**config.mk**
```make
export PLATFORM = sky130hd
export DESIGN_NAME = uart_host_ctrl
export DESIGN_NICKNAME = d
export VERILOG_FILES = /design/src/rtl/uart_ctrl_pkg.sv /design/src/rtl/uart_irq_ctrl.sv /design/src/rtl/uart_host_ctrl.sv
export SDC_FILE = /design/constraint.sdc
export NUM_CORES = 1
export LEC_CHECK = 0
export ABC_CLOCK_PERIOD_IN_PS = 2000
export CAP_MARGIN = 20
export CORE_UTILIZATION = 40
export DETAILED_ROUTE_END_ITERATION = 6
export DONT_BUFFER_PORTS = 1
export HOLD_SLACK_MARGIN = 0.06
export PLACE_DENSITY = 0.56
export SLEW_MARGIN = 10
export SYNTH_ARGS = -nofsm -noshare
export SYNTH_HDL_FRONTEND = slang
export SYNTH_SLANG_ARGS = --single-unit
```
**constraint.sdc**
```tcl
create_clock -name clk -period 2 [get_ports clk]
set_input_delay 0.4 -clock clk [delete_from_list [all_inputs] [get_ports clk]]
set_output_delay 0.4 -clock clk [all_outputs]
set_load 0.05 [all_outputs]
```
**src/rtl/uart_ctrl_pkg.sv**
```systemverilog
// Shared constants for the UART host register block: register map, FSM encoding
// and the reset values of the RX interrupt holdoff counters.
package uart_ctrl_pkg;

   localparam logic [3:0] ADDR_DATA     = 4'h0;
   localparam logic [3:0] ADDR_STATUS   = 4'h1;
   localparam logic [3:0] ADDR_CTRL     = 4'h2;
   localparam logic [3:0] ADDR_BAUD     = 4'h3;
   localparam logic [3:0] ADDR_HOLDOFF  = 4'h4;
   localparam logic [3:0] ADDR_INT_EN   = 4'h5;
   localparam logic [3:0] ADDR_INT_PEND = 4'h6;

   localparam logic [10:0] HOLDOFF_TIME_RST = 11'd16;
   localparam logic [10:0] HOLDOFF_CNT_RST  = 11'd8;

   // Returned by a DATA read while the RX FIFO is empty.
   localparam logic [31:0] RDATA_EMPTY = 32'h8000_0000;

   typedef enum logic [1:0] {
      ST_IDLE    = 2'd0,
      ST_ACK     = 2'd1,
      ST_RX_POP  = 2'd2,
      ST_RX_WAIT = 2'd3
   } state_t;

endpackage

```
**src/rtl/uart_irq_ctrl.sv**
```systemverilog
// Interrupt pending/enable logic: rising-edge capture of int_status into sticky
// pending bits, write-1-to-clear (a same-cycle set wins), registered irq.
module uart_irq_ctrl (
   input  logic       clk,
   input  logic       rst,
   input  logic [4:0] int_status,
   input  logic [4:0] int_en,
   input  logic [4:0] int_clr,
   output logic [4:0] int_pend,
   output logic       irq
);

   logic [4:0] status_d;

   always_ff @(posedge clk) begin
      if (rst) begin
         status_d <= '0;
         int_pend <= '0;
         irq      <= 1'b0;
      end else begin
         status_d <= int_status;
         int_pend <= (int_pend & ~int_clr) | (int_status & ~status_d);
         irq      <= |(int_pend & int_en);
      end
   end

endmodule

```
**src/rtl/uart_host_ctrl.sv**
```systemverilog
// UART host-side register block and bus FSM. Optional TX overflow guard is
// enabled by defining UART_HOST_CTRL_OVF_GUARD_EN.
//
// state      | meaning
// ST_IDLE    | waiting for bus_req; decodes and performs non-popping accesses
// ST_ACK     | bus_ack and bus_rdata are valid for this single cycle
// ST_RX_POP  | rx_byte_host_rd strobe is high
// ST_RX_WAIT | waiting for rx_byte_host_dv to capture the popped byte
module uart_host_ctrl
   import uart_ctrl_pkg::*;
#(
   parameter int FIFO_DEPTH = 1024,
   parameter int BAUD_RST   = 868,
   parameter int OVS_RST    = 174
) (
   input  logic        clk,
   input  logic        rst,
   input  logic        bus_req,
   input  logic        bus_we,
   input  logic [3:0]  bus_addr,
   input  logic [31:0] bus_wdata,
   output logic        bus_ack,
   output logic [31:0] bus_rdata,
   output logic        tx_en,
   output logic        rx_en,
   output logic [12:0] baud_clk_cnt,
   output logic [9:0]  over_sample_clk_cnt,
   output logic [10:0] rx_int_holdoff_byte_time_cnt,
   output logic [10:0] rx_int_holdoff_byte_cnt,
   output logic [7:0]  tx_byte_host,
   output logic        tx_byte_host_dv,
   input  logic [7:0]  rx_byte_host,
   input  logic        rx_byte_host_dv,
   output logic        rx_byte_host_rd,
   input  logic [10:0] tx_byte_count,
   input  logic [10:0] rx_byte_count,
   input  logic [4:0]  int_status,
   output logic        irq
);

   localparam logic [10:0] FULL_CNT  = 11'(FIFO_DEPTH);
   localparam logic [12:0] BAUD_INIT = 13'(BAUD_RST);
   localparam logic [9:0]  OVS_INIT  = 10'(OVS_RST);

   state_t      state;
   logic        ovf;
   logic        hit;
   logic [4:0]  int_en;
   logic [4:0]  int_clr;
   logic [4:0]  int_pend;
   logic [31:0] rd_mux;
   logic        unused_bits;

   always_comb begin
      hit     = (state == ST_IDLE) && bus_req;
      int_clr = (hit && bus_we && (bus_addr == ADDR_INT_PEND)) ? bus_wdata[4:0] : 5'd0;
      rd_mux  = '0;
      case (bus_addr)
         ADDR_DATA:     rd_mux = RDATA_EMPTY;
         ADDR_STATUS:   rd_mux = {ovf, 4'd0, rx_byte_count, tx_byte_count, int_status};
         ADDR_CTRL:     rd_mux = {30'd0, rx_en, tx_en};
         ADDR_BAUD:     rd_mux = {6'd0, over_sample_clk_cnt, 3'd0, baud_clk_cnt};
         ADDR_HOLDOFF:  rd_mux = {5'd0, rx_int_holdoff_byte_cnt, 5'd0, rx_int_holdoff_byte_time_cnt};
         ADDR_INT_EN:   rd_mux = {27'd0, int_en};
         ADDR_INT_PEND: rd_mux = {27'd0, int_pend};
         default:       rd_mux = '0;
      endcase
   end

   always_ff @(posedge clk) begin
      if (rst) begin
         state                        <= ST_IDLE;
         bus_ack                      <= 1'b0;
         bus_rdata                    <= '0;
         tx_byte_host                 <= '0;
         tx_byte_host_dv              <= 1'b0;
         rx_byte_host_rd              <= 1'b0;
         tx_en                        <= 1'b0;
         rx_en                        <= 1'b0;
         baud_clk_cnt                 <= BAUD_INIT;
         over_sample_clk_cnt          <= OVS_INIT;
         rx_int_holdoff_byte_time_cnt <= HOLDOFF_TIME_RST;
         rx_int_holdoff_byte_cnt      <= HOLDOFF_CNT_RST;
         int_en                       <= '0;
`ifdef UART_HOST_CTRL_OVF_GUARD_EN
         ovf                          <= 1'b0;
`endif
      end else begin
         bus_ack         <= 1'b0;
         bus_rdata       <= '0;
         tx_byte_host_dv <= 1'b0;
         rx_byte_host_rd <= 1'b0;
         case (state)
            ST_IDLE: begin
               if (bus_req) begin
                  if (!bus_we && (bus_addr == ADDR_DATA) && (rx_byte_count != 11'd0)) begin
                     state           <= ST_RX_POP;
                     rx_byte_host_rd <= 1'b1;
                  end else begin
                     state     <= ST_ACK;
                     bus_ack   <= 1'b1;
                     bus_rdata <= bus_we ? 32'd0 : rd_mux;
                     if (bus_we) begin
                        case (bus_addr)
                           ADDR_DATA: begin
`ifdef UART_HOST_CTRL_OVF_GUARD_EN
                              if (tx_byte_count == FULL_CNT) begin
                                 ovf <= 1'b1;
                              end else begin
                                 tx_byte_host    <= bus_wdata[7:0];
                                 tx_byte_host_dv <= 1'b1;
                              end
`else
                              tx_byte_host    <= bus_wdata[7:0];
                              tx_byte_host_dv <= 1'b1;
`endif
                           end
                           ADDR_CTRL: begin
                              tx_en <= bus_wdata[0];
                              rx_en <= bus_wdata[1];
`ifdef UART_HOST_CTRL_OVF_GUARD_EN
                              if (bus_wdata[31]) ovf <= 1'b0;
`endif
                           end
                           ADDR_BAUD: begin
                              baud_clk_cnt        <= bus_wdata[12:0];
                              over_sample_clk_cnt <= bus_wdata[25:16];
                           end
                           ADDR_HOLDOFF: begin
                              rx_int_holdoff_byte_time_cnt <= bus_wdata[10:0];
                              rx_int_holdoff_byte_cnt      <= bus_wdata[26:16];
                           end
                           ADDR_INT_EN: int_en <= bus_wdata[4:0];
                           default: ;
                        endcase
                     end
                  end
               end
            end
            ST_RX_POP: state <= ST_RX_WAIT;
            ST_RX_WAIT: begin
               if (rx_byte_host_dv) begin
                  state     <= ST_ACK;
                  bus_ack   <= 1'b1;
                  bus_rdata <= {24'd0, rx_byte_host};
               end
            end
            ST_ACK:  state <= ST_IDLE;
            default: state <= ST_IDLE;
         endcase
      end
   end

`ifdef UART_HOST_CTRL_OVF_GUARD_EN
   assign unused_bits = ^bus_wdata[30:27];
`else
   assign ovf         = 1'b0;
   assign unused_bits = ^{bus_wdata[31:27], FULL_CNT};
`endif

   uart_irq_ctrl u_irq (
      .clk        (clk),
      .rst        (rst),
      .int_status (int_status),
      .int_en     (int_en),
      .int_clr    (int_clr),
      .int_pend   (int_pend),
      .irq        (irq)
   );

endmodule

```
## Word level (Yosys, flattened, before mapping)

Index checks and enable logic that the tools add are counted.

| operators by class | value |
|---|---|
| eq/ne operators | 11 |
| muxes and demuxes | 17 |
| bitwise logic cells | 10 |
| reductions and logical operators | 18 |

Operators by type and width:

| operator | count |
|---|---|
| $pmux 32 s7 | 1 |
| $mux 32 | 3 |
| $pmux 32 s2 | 1 |
| $reduce_and 5->1 | 5 |
| $and 5x5->5 | 3 |
| $eq 4x3->1 const B | 3 |
| $reduce_bool 11->1 | 1 |
| $not 5->5 | 2 |
| $reduce_or 5->1 | 2 |
| $eq 4x2->1 const B | 2 |
| $mux 8 | 1 |
| $pmux 2 s4 | 1 |
| $mux 2 | 3 |
| $logic_and 1x1->1 | 5 |
| $mux 1 | 5 |
| $mux 5 | 1 |
| $or 5x5->5 | 1 |
| $eq 2x2->1 const B | 2 |
| $eq 4x1->1 const B | 1 |
| $logic_not 4->1 | 1 |
| $ne 2x2->1 const B | 2 |
| $not 1->1 | 4 |
| $reduce_or 3->1 | 1 |
| $eq 2x1->1 const B | 1 |
| 4 further kinds | 4 |

| word-level totals | value |
|---|---|
| register bits after elaboration | 108 |
| input bits | 76 |
| output and inout bits | 91 |
| logic and storage cells | 72 |

## Depth between registers and ports, before layout

| logic depth | value |
|---|---|
| word-level depth | 8 |
| mapped depth | 8 |
| depth with buffers taken out | 6 |

## Hierarchy

Synthesis repeated with hierarchy kept, for this count alone.

| unflattened totals | value |
|---|---|
| cells, all modules | 479 |
| area, all modules | 4,306.6 µm² |

Modules (own cells, without submodules):

| module | instances | cells an instance | area each (µm²) | seq. area each (µm²) |
|---|---|---|---|---|
| uart_host_ctrl | 1 | 444 | 3,940.0 | 1,861.8 |
| uart_irq_ctrl | 1 | 35 | 366.6 | 220.2 |

## Least setup slack after synthesis

No wires, ideal clock.

| timing | value |
|---|---|
| path kind | register to register |
| start | register state[1] |
| end | register bus_rdata[13] |
| library setup time | 0.072 ns |
| data arrival time | 1.574 ns |
| required time | 1.928 ns |
| path slack | 0.354 ns |
| cell stages (with the launch flop) | 9 |
| buffers on the path | 2 |
| clock period less this slack | 1.646 ns |
| cells stage by stage | dfxtp_1 inv_1 ha_1 nor2_1 nand3b_1 a211o_1 buf_6 buf_6 nor3b_2 |

| between the ends | value |
|---|---|
| word-level cells in the longest chain between the ends | 2 |
| elaborated cells between the ends (all ways) | 3 |
| classes of those cells | 1 x eq/ne; 1 x mux; 1 x reduce/logical |

RTL lines:

| element | RTL line | source |
|---|---|---|
| start: declaration | uart_host_ctrl.sv:45 | `state_t state;` |
| start signal: assignment | uart_host_ctrl.sv:72 | `state <= ST_IDLE;` |
| start signal: assignment | uart_host_ctrl.sv:97 | `state <= ST_RX_POP;` |
| start signal: assignment | uart_host_ctrl.sv:100 | `state <= ST_ACK;` |
| $eq 2x2->1 / $logic_not 2->1 (equally long branches) | uart_host_ctrl.sv:93 | `case (state)` |
| $pmux 32 s2 * | uart_host_ctrl.sv:93 |  |
| end signal: assignment | uart_host_ctrl.sv:102 | `bus_rdata <= bus_we ? 32'd0 : rd_mux;` |
| end signal: assignment | uart_host_ctrl.sv:145 | `bus_rdata <= {24'd0, rx_byte_host};` |
| end: declaration | uart_host_ctrl.sv:23 | `output logic [31:0] bus_rdata,` |

Mark *: on every way between the ends. The rest lies on a longest branch, timed or not.
A chain may end at the register's enable or synchronous reset.

## Final worst setup path

| timing | value |
|---|---|
| start | register state[0] |
| end | register bus_rdata[6] |

The elaborated chain is that of the path after synthesis.

==> qor_table.md <==
| Item | Value | Unit |
|:---|:---|:---|
| Outcome | completed | - |
| Share of flip-flops with an asynchronous set or reset after synthesis | 0 | % |
| CTS resizes | 0 | - |
| Die ar. | 0.0108 | sq mm |
| Layout Skew | 0.0105 | ns |
| Global-route congestion overflow total | 0 | - |
| Hold Worst Slack | 0.0815 | ns |
| Post-synthesis instance area | 0.00417 | sq mm |
| Min Tclk post-route | 1.87 | ns |
| Max transition margin | 59.6 | % |
| Final Setup Violations | 0 | - |
| WL/cell | 19.3 | microns |
| Signed area change from the synthesized netlist to the final layout | 10.6 | % |
| Net total in the final layout | 562 | - |
| Pre-antenna DRT Iters | 6 | - |
| Transition time at the pin with the least slew margin | 0.606 | ns |
| Number of max-slew violations in the final report | 0 | - |
| Vias post-DR | 3468 | - |
| Antenna violations before repair | 0 | - |
| Number of buffers inserted during clock tree synthesis | 9 | - |
| Register clock-pin slew on the reported worst setup and hold paths | 0.10 | ns |
| Die span in x | 104 | microns |
| Cell type with the highest aggregate area in the netlist | sky130_fd_sc_hd__dfxtp_1 | - |
| Most used DFF post-synth | sky130_fd_sc_hd__dfxtp_1 | - |
| Ranking of synthesized cells by area | sky130_fd_sc_hd__dfxtp_1, sky130_fd_sc_hd__nand2_1, sky130_fd_sc_hd__a21oi_1, sky130_fd_sc_hd__a222oi_1, sky130_fd_sc_hd__mux2i_1 | - |
| Sequential element share of the synthesized area | 50.0 | % |
| Fraction of the cycle the final worst path needs | 93.5 | % |
| Setup repair after global routing missed its margin | false | - |
| Core Region | 0.00995 | sq mm |
| Cells after Synth | 473 | - |
| Setup TNS after final layout | 0 | ns |
| Port bufs | 0 | - |
| Clock tree sinks | 104 | - |
| Worst path arrival time | 2.17 | ns |
| Max Cap Viol | 0 | - |
| Hold path depth | 1 | - |
| Largest net degree at the start of global routing | 66 | - |
| Synth Warn # | 0 | - |
| Global-route wire length before repair | 18.6 | mm |
| Number of global-route vias before repair | 3253 | - |
| Unique cell type count in the Yosys netlist | 45 | - |
| TritonCTS clock tree | yes | - |
| EDFF count, synth | 0 | - |
| Number of routed nets with antenna violations | 0 | - |
| DRC violations left | 0 | - |
| Required arrival time at the worst endpoint | 2.30 | ns |
| CTS Hold Buffers Added | 0 | - |
| Clock tree buffer depth | 2 | - |
| Clock H-tree levels | 3 | - |
| Post-DP HPWL | 8.37 | mm |
| Count of standard-cell rows | 36 | - |
| Global placer's final weighted congestion | 0.859 | - |
| Y dimension of the die | 104 | microns |
| Postcts setup bufs | 0 | - |
| Leakage power | 1.78 | nW |
| Detail-routed via count per cell | 5.59 | - |
| Final hold violation count | 0 | - |
| Power per Cell Area | 836 | mW/mm^2 |
| Share of the synthesized area in the top cell type | 50.0 | % |
| Critical path fanouts, max | 22 | - |
| Number of antenna repair diodes | 0 | - |
| Class of the worst hold path | input port to flip-flop | - |
| Type of element launching the critical path | flip-flop | - |
| Kind of end point of the critical path | flip-flop | - |
| Global-route usage over all layers | 22.1 | % |
| Total routed wirelength | 12.0 | mm |
| Most repeated cell in the gate-level netlist after synthesis | sky130_fd_sc_hd__dfxtp_1 | - |
| Top post-synthesis cells by count | sky130_fd_sc_hd__dfxtp_1, sky130_fd_sc_hd__nand2_1, sky130_fd_sc_hd__a21oi_1, sky130_fd_sc_hd__nor2_1 | - |
| Starting density of the core | 41.9 | % |
| Depth of the most critical reg-to-reg path | 7 | - |
| IR Drop Worst-Case VDD | 375 | uV |
| Max Freq | 0.535 | GHz |
| Clock Root Buffer | sky130_fd_sc_hd__clkbuf_8 | - |
| Clock latency reported for the late side of the worst-skew pair | 0.38 | ns |
| Share of post-route cells with drive strength above 1 | 11.5 | % |
| Critical path type | flip-flop to flip-flop | - |
| Top-level port count | 167 | - |
| First-iteration detailed-routing DRC count | 360 | - |
| Flops & latches, synth | 104 | - |
| Mapped Avg Cell Area | 8.81 | sq um |
-- registers in the layout, indices dropped and copies added (netlist names) --
| name | count |
|---|---|
| rx_en | 1 |
| u_irq.irq | 1 |
| bus_ack | 1 |
| u_irq.int_pend | 5 |
| tx_en | 1 |
| tx_byte_host | 8 |
| baud_clk_cnt | 13 |
| rx_int_holdoff_byte_cnt | 11 |
| over_sample_clk_cnt | 10 |
| int_en | 5 |
| rx_byte_host_rd | 1 |
| bus_rdata | 28 |
| rx_int_holdoff_byte_time_cnt | 11 |
| tx_byte_host_dv | 1 |
| state | 2 |
| u_irq.status_d | 5 |
-- worst paths after layout --
path,slack (ns),to,start
setup / recovery,0.13,bus_rdata[6],state[0]
hold / removal,0.08,rx_int_holdoff_byte_time_cnt[8],rst
setup reg to reg,0.13,bus_rdata[6],state[0]
hold reg to reg,0.48,u_irq.int_pend[3],u_irq.status_d[3]
-- area by class of cell --
cell class	instances	area (sq um)
fillers	968	5350
flip-flops and latches	104	2080
well taps	133	166
repair buffers	31	248
clock buffers	11	141
clock inverters	5	65.1
multi-input cells	320	1850
inverters	16	60.1
-- worst max-delay path, cell delays in order (launching register included) --
cell                       delay [ns]
sky130_fd_sc_hd__dfxtp_1         0.36
sky130_fd_sc_hd__inv_1           0.10
sky130_fd_sc_hd__ha_1            0.32
sky130_fd_sc_hd__nor2_1          0.17
sky130_fd_sc_hd__nand3b_1        0.10
sky130_fd_sc_hd__a211o_1         0.38
sky130_fd_sc_hd__buf_12          0.20
sky130_fd_sc_hd__o21ai_0         0.17
-- power breakdown --
group / internal (mW) / switching (mW)
Sequential: 2.11 / 0.0890
Combinational: 0.114 / 0.173
Clock: 0.624 / 0.739
-- metal layers --
| metal | GRT usage [%] | vias up | share of wire (%) | wire length (microns) |
|---|---|---|---|---|
| li1 | - | 1647 | - | - |
| met1 | 29.8 | 1635 | 44 | 5320 |
| met2 | 32.9 | 169 | 44 | 5300 |
| met3 | 7.96 | 17 | 9.5 | 1130 |
| met4 | 7.04 | 0 | 1.7 | 208 |
| met5 | 0 | - | 0 | 0 |
-- layout by cell type, fill, tap and decap left out, types with 3 or more instances in the layout --
| master | count |
|---|---|
| sky130_fd_sc_hd__nand3_1 | 17 |
| sky130_fd_sc_hd__nand2_1 | 102 |
| sky130_fd_sc_hd__nor3_1 | 3 |
| sky130_fd_sc_hd__conb_1 | 4 |
| sky130_fd_sc_hd__o21ai_0 | 12 |
| sky130_fd_sc_hd__inv_1 | 16 |
| sky130_fd_sc_hd__nor4_2 | 3 |
| sky130_fd_sc_hd__nand3b_1 | 7 |
| sky130_fd_sc_hd__a211oi_1 | 3 |
| sky130_fd_sc_hd__mux2i_1 | 17 |
| sky130_fd_sc_hd__nor2_1 | 36 |
| sky130_fd_sc_hd__a22oi_1 | 6 |
| sky130_fd_sc_hd__nor2b_1 | 9 |
| sky130_fd_sc_hd__a21oi_1 | 41 |
| sky130_fd_sc_hd__clkbuf_8 | 10 |
| sky130_fd_sc_hd__a222oi_1 | 17 |
| sky130_fd_sc_hd__nor3b_2 | 3 |
| sky130_fd_sc_hd__dfxtp_1 | 104 |
| sky130_fd_sc_hd__nand2b_1 | 6 |
| sky130_fd_sc_hd__ha_1 | 4 |
| sky130_fd_sc_hd__a221oi_1 | 4 |
| sky130_fd_sc_hd__buf_4 | 29 |
-- cells by family after synthesis --
| kind of cell | share of synthesized area (%) |
|---|---|
| fa+ha+maj | 1.20 |
| simple gates | 22.6 |
| buf+inv | 6.24 |
| mux | 4.08 |
| compound gates | 15.8 |
| other cells | 0.0900 |
| flops | 50.0 |
-- per-stage QoR --
step	cell area [sq um]	setup slack [ns]	power [mW]	cells	util [%]
global placement	4390	0.182	2.52	603	44.1
detailed placement	4390	0.155	2.53	603	44.1
CTS	4600	0.133	3.88	619	46.2
global route	4610	0.00257	4.01	620	46.3
floorplan	4180	0.354	2.50	476	-
finish	4610	0.131	3.85	620	46.3
Note: power is estimated with default switching activity, not from simulation.
